--- config.mk ---
export PLATFORM = sky130hd
export DESIGN_NAME = imm_gen_pipe
export DESIGN_NICKNAME = d
export VERILOG_FILES = /design/src/rtl/imm_gen_pipe.sv
export SDC_FILE = /design/constraint.sdc
export NUM_CORES = 1
export LEC_CHECK = 0
export CORE_ASPECT_RATIO = 2
export CORE_MARGIN = 5
export CORE_UTILIZATION = 37
export CTS_BUF_LIST = sky130_fd_sc_hd__clkbuf_16
export CTS_CLUSTER_SIZE = 20
export DETAILED_ROUTE_END_ITERATION = 8
export GPL_ROUTABILITY_DRIVEN = 0
export PLACE_DENSITY = 0.78
export SETUP_SLACK_MARGIN = 0.1
export SLEW_MARGIN = 30
export SYNTH_ARGS = -nofsm -noshare
export SYNTH_HDL_FRONTEND = slang
export SYNTH_SLANG_ARGS = --single-unit
--- constraint.sdc ---
create_clock -name clk -period 3.95 [get_ports clk]
set_input_delay 0.9875 -clock clk [delete_from_list [all_inputs] [get_ports clk]]
set_output_delay 0.9875 -clock clk [all_outputs]
set_load 0.01 [all_outputs]
--- src/rtl/imm_gen_pipe.sv ---
// imm_gen_pipe: pipelined immediate generator for the decode stage.
//
// Decodes the immediate selected by imm_op from the raw instruction word and
// carries it through STAGES register slots behind a valid/ready handshake.
//
// Parameters
//   XLEN    datapath width (32 or 64)
//   STAGES  register slots between input and output (1 or 2)
//
// Ports
//   clk          clock, rising edge
//   rst_n        synchronous active-low reset
//   flush        drop every in-flight entry and any simultaneous input
//   in_valid     instruction/imm_op valid
//   in_ready     block can take the input this cycle
//   instruction  raw 32-bit instruction word
//   imm_op       format select (NONE, I, S, B, U, J, Z, SH)
//   out_valid    immediate/imm_err valid
//   out_ready    consumer takes the output this cycle
//   immediate    generated immediate, XLEN wide
//   imm_err      illegal-immediate flag travelling with the entry
module imm_gen_pipe #(
  parameter int unsigned XLEN   = 32,
  parameter int unsigned STAGES = 1
) (
  input  logic            clk,
  input  logic            rst_n,
  input  logic            flush,
  input  logic            in_valid,
  output logic            in_ready,
  input  logic [31:0]     instruction,
  input  logic [2:0]      imm_op,
  output logic            out_valid,
  input  logic            out_ready,
  output logic [XLEN-1:0] immediate,
  output logic            imm_err
);

  if (XLEN != 32 && XLEN != 64) begin : gen_bad_xlen
    $error("imm_gen_pipe: XLEN must be 32 or 64");
  end
  if (STAGES != 1 && STAGES != 2) begin : gen_bad_stages
    $error("imm_gen_pipe: STAGES must be 1 or 2");
  end

  localparam logic [2:0] OpNone = 3'b000;
  localparam logic [2:0] OpI    = 3'b001;
  localparam logic [2:0] OpS    = 3'b010;
  localparam logic [2:0] OpB    = 3'b011;
  localparam logic [2:0] OpU    = 3'b100;
  localparam logic [2:0] OpJ    = 3'b101;
  localparam logic [2:0] OpZ    = 3'b110;
  localparam logic [2:0] OpSh   = 3'b111;

  // Opcode bits never feed an immediate.
  logic unused_opcode;
  assign unused_opcode = ^instruction[6:0];

  // Every format fits in 32 bits; Z and SH have bit 31 clear, so a plain sign
  // extension to XLEN also gives their required zero extension.
  logic [31:0]     imm32;
  logic            err_new;
  logic [XLEN-1:0] imm_new;

  always_comb begin
    imm32   = '0;
    err_new = 1'b0;
    unique case (imm_op)
      OpNone: imm32 = '0;
      OpI:    imm32 = {{20{instruction[31]}}, instruction[31:20]};
      OpS:    imm32 = {{20{instruction[31]}}, instruction[31:25], instruction[11:7]};
      OpB:    imm32 = {{19{instruction[31]}}, instruction[31], instruction[7],
                       instruction[30:25], instruction[11:8], 1'b0};
      OpU:    imm32 = {instruction[31:12], 12'b0};
      OpJ:    imm32 = {{11{instruction[31]}}, instruction[31], instruction[19:12],
                       instruction[20], instruction[30:21], 1'b0};
      OpZ:    imm32 = {27'b0, instruction[19:15]};
      OpSh: begin
        // A 6-bit shamt is illegal on RV32, but the value keeps bit 25.
        imm32   = {26'b0, instruction[25:20]};
        err_new = (XLEN == 32) && instruction[25];
      end
    endcase
  end

  assign imm_new = XLEN'($signed(imm32));

  // Pipeline slots
  logic [STAGES-1:0] valid_q;
  logic [XLEN-1:0]   imm_q [STAGES];
  logic [STAGES-1:0] err_q;

  // slot_ready[k]: the entry in slot k can leave this cycle.
  logic [STAGES-1:0] slot_ready;
  logic [STAGES-1:0] up_valid;
  logic [XLEN-1:0]   up_imm [STAGES];
  logic [STAGES-1:0] up_err;
  logic              in_fire;

  always_comb begin
    slot_ready           = '0;
    slot_ready[STAGES-1] = out_ready;
    for (int k = int'(STAGES) - 2; k >= 0; k--) begin
      slot_ready[k] = !valid_q[k+1] || slot_ready[k+1];
    end
  end

  assign in_ready = !valid_q[0] || slot_ready[0];
  assign in_fire  = in_valid && in_ready && !flush;

  // What each slot would load: the input for slot 0, the previous slot otherwise.
  always_comb begin
    up_valid[0] = in_fire;
    up_imm[0]   = imm_new;
    up_err[0]   = err_new;
    for (int k = 1; k < int'(STAGES); k++) begin
      up_valid[k] = valid_q[k-1];
      up_imm[k]   = imm_q[k-1];
      up_err[k]   = err_q[k-1];
    end
  end

  always_ff @(posedge clk) begin
    if (!rst_n) begin
      valid_q <= '0;
      err_q   <= '0;
      for (int k = 0; k < int'(STAGES); k++) begin
        imm_q[k] <= '0;
      end
    end else begin
      for (int k = 0; k < int'(STAGES); k++) begin
        if (!valid_q[k] || slot_ready[k]) begin
          valid_q[k] <= up_valid[k];
          // Data only moves with a real entry so a stalled output stays stable.
          if (up_valid[k]) begin
            imm_q[k] <= up_imm[k];
            err_q[k] <= up_err[k];
          end
        end
      end
      if (flush) begin
        valid_q <= '0;
      end
    end
  end

  assign out_valid = valid_q[STAGES-1];
  assign immediate = imm_q[STAGES-1];
  assign imm_err   = err_q[STAGES-1];

endmodule

==> results_dict.tcl <==
set metrics [dict create \
    status "finished, final reports clean" \
    grt_usage_pct 13.7 \
    port_buffers 67 \
    detail_route.wl_per_cell_um 15.1 \
    drt_wl_total_mm 3.91 \
    drtIter0Drc 50 \
    grt_pass1_vias 1278 \
    syn_area_sq_um 1650 \
    cts_buffers 5 \
    cts_resized 0 \
    fin_cells 259 \
    max-cap-violations 0 \
    maxSlewViolCount 0 \
    antennaDiodeCount 0 \
    seq_power_share_pct 45.8 \
    finalCritPeriodShare_pct 83.6 \
    grt_max_degree 34 \
    ys_seq_area_share_pct 60.5 \
    wl_met1_mm 1.40 \
    wl_met3_um 211 \
    grt_pass1_wl_mm 6.33 \
    synthCells 136 \
    finalCriticalPeriod_ps 3300 \
    clk_latency_ps 270 \
    setup.worst_path.start_class "input port" \
    pin_count 75 \
    hold_class "flip-flop to flip-flop" \
    p_int_w 0.000717 \
    p_clk_share_pct 38.7 \
    startpoint "out_ready" \
    dieHeight_um 105 \
    ctsHtreeMaxLevel 2 \
    clock_path_buffers 2 \
    fp.dieArea_sq_um 5990 \
    tns_ps 0 \
    antenna_left 0 \
    rsz0062_at_grt "no" \
    nNetsFinal 244 \
    drive_gt1_share_pct 13.2 \
    path_class "input port to output pin" \
    skew_ps 3.05 \
    synth-seq-cells 34 \
    hold_buffers 0 \
    viasPerCell 5.11 \
    setup_viol 0 \
    slew_headroom_pct 53.4 \
    end_kind "output pin" \
    leakage_nw 0.888 \
    antenna_found_initial 0 \
    cp_max_fo 5 \
    dp_hpwl_mm 2.98 \
    tightest_slew_ps 700 \
    swShare_pct 21.6 \
    power.density_nw_per_um2 366 \
    cts_setup_buffers 0 \
    drc 0 \
    overflow 0 \
    routed.top_layer "met4" \
    ys_types 36 \
    placed_cells 251 \
    power_switching_w 0.000197 \
    die_x_um 57.3 \
    rr_startpoint "out_valid$_SDFFE_PP0P_" \
    fmax_mhz 303 \
    clock_sinks 34 \
    cts_tree "built" \
    first_pass_iters 4 \
    ys_warn_count 0 \
    route.vias.total 1323 \
    vdd_ir_drop_max_uv 269 \
    root_buffer "clkbuf_16" \
    cp.arrival_ps 2310 \
    clk_transition_reported_paths_ps 50 \
    dr_wl_met2_mm 2.16 \
    cp-endpoint "in_ready" \
    syn-num-nets 176 \
    hold_viol 0 \
    core_sq_um 4340 \
    ff2ff_setup_slack_ps 2300 \
    r2r_cells 5 \
    start_util_pct 38.1 \
    pwr-share-comb_pct 15.5 \
    std_cell_rows 34 \
    syn_avg_cell_area_sq_um 12.2 \
    area_growth_syn_to_layout_pct 51.1 \
    critPathRequiredTime_ps 2960 \
    r2r_end "imm_q[0][23]$_SDFFCE_PN0P_" \
]
## cell type report
class | instances | area, sq um
Tap cell | 54 | 67.6
Clock buffer | 5 | 125
Multi-Input combinational cell | 89 | 584
Inverter | 4 | 15.0
Clock inverter | 3 | 12.5
Fill cell | 400 | 1840
Sequential cell | 34 | 1000
Timing Repair Buffer | 70 | 693
## placed cells by master (no fill, tap or decap), drive strengths merged, types with 2 or more instances in the layout
cell           instances
buf                    3
a21oi                 23
nor2                   2
nand2                 21
clkdlybuf4s50         67
o21ai                  2
clkinv                 2
dfxtp                  2
a22oi                  4
inv                    5
and3                   6
edfxtp                32
nand3                  5
nor2b                  6
a32oi                  4
clkbuf                 5
nand4                  2
## sequential cells by signal, summed over array words and instances, names as in the netlist
register and cells:
imm_q 32, imm_err 1, out_valid 1
## worst min-delay path by stage
stage                     slack [ps]            startpoint                    to  cells after the start
final                            480  imm_err$_SDFFE_PN0P_  imm_err$_SDFFE_PN0P_                      2
after global routing             500  imm_err$_SDFFE_PN0P_  imm_err$_SDFFE_PN0P_                      2
after CTS                        480  imm_err$_SDFFE_PN0P_  imm_err$_SDFFE_PN0P_                      2
after detailed placement         460  imm_err$_SDFFE_PN0P_  imm_err$_SDFFE_PN0P_                      2
after global placement           460  imm_err$_SDFFE_PN0P_  imm_err$_SDFFE_PN0P_                      2
after floorplan                  490  imm_err$_SDFFE_PN0P_  imm_err$_SDFFE_PN0P_                      2
## cell families (layout without fill, tap and decap cells)
logic type,Yosys count,in the layout,synth area share [%]
simple gates,47,47,15.7
mux,2,2,1.29
flops,34,34,60.5
buf+inv,13,82,4.99
compound gates,40,40,17.5
## worst max-delay path: stages
cell and delay [ps]:
clkdlybuf4s50_1 400, nor2b_1 250, inv_1 170, clkdlybuf4s50_1 510
## metal layers
metal	track usage, %	vias to the layer above
li1	-	646
met1	15.2	612
met2	23.7	55
met3	1.73	10
met4	8.46	0
met5	0	-
## synthesized netlist by cell type
library cell  count  share of area, %
or2_1             1              0.38
nor3b_2           1              0.76
o211a_1           1              0.61
buf_6             2               1.4
o211ai_2          1              0.76
a21oi_2          10               5.3
o21ai_0           1              0.30
o21ai_2           1              0.53
buf_4             4               1.8
a221oi_1          1              0.53
nand2_1          21               4.8
mux2i_1           1              0.61
a21boi_0          1              0.45
buf_2             3              0.91
edfxtp_1         32                58
nor2b_1           5               1.9
a22oi_1           4               1.8
nand3_2           1              0.61
a31oi_1           1              0.38
dfxtp_1           2               2.4
a21oi_1          13               3.9
and2b_1           1              0.45
nand4_1           1              0.38
inv_1             4              0.91
and2_1            1              0.38
o31ai_1           1              0.45
nand3_1           4               1.2
nor2_2            1              0.38
nor2_1            1              0.23
o22ai_1           1              0.38
nand4_2           1              0.76
and3_1            6               2.3
a32oi_1           4               2.1
nor2b_4           1              0.83
or3_1             1              0.38
mux2_1            1              0.68
## through the flow
| step | area (sq um) | hold slack [ps] | util [%] | power, W | worst slack (ps) |
|---|---|---|---|---|---|
| floorplan | 1660 | 493 | - | 0.000487 | 947 |
| global placement | 2360 | 465 | 54.4 | 0.000567 | 668 |
| detailed placement | 2360 | 464 | 54.4 | 0.000569 | 644 |
| CTS | 2500 | 478 | 57.6 | 0.000924 | 640 |
| global route | 2500 | 498 | 57.6 | 0.000955 | 567 |
| finish | 2500 | 478 | 57.6 | 0.000914 | 649 |
## power groups by stage
| stage | registers, W | logic (W) | clock network (W) |
|---|---|---|---|
| finish | 0.000419 | 0.000142 | 0.000354 |
| global route | 0.000421 | 0.000152 | 0.000383 |
| CTS | 0.000419 | 0.000143 | 0.000362 |
| detailed placement | 0.000426 | 0.000142 | 0 |
| global placement | 0.000426 | 0.000141 | 0 |
| floorplan | 0.000438 | 0.0000485 | 0 |
Power figures use the tool's default switching activity.
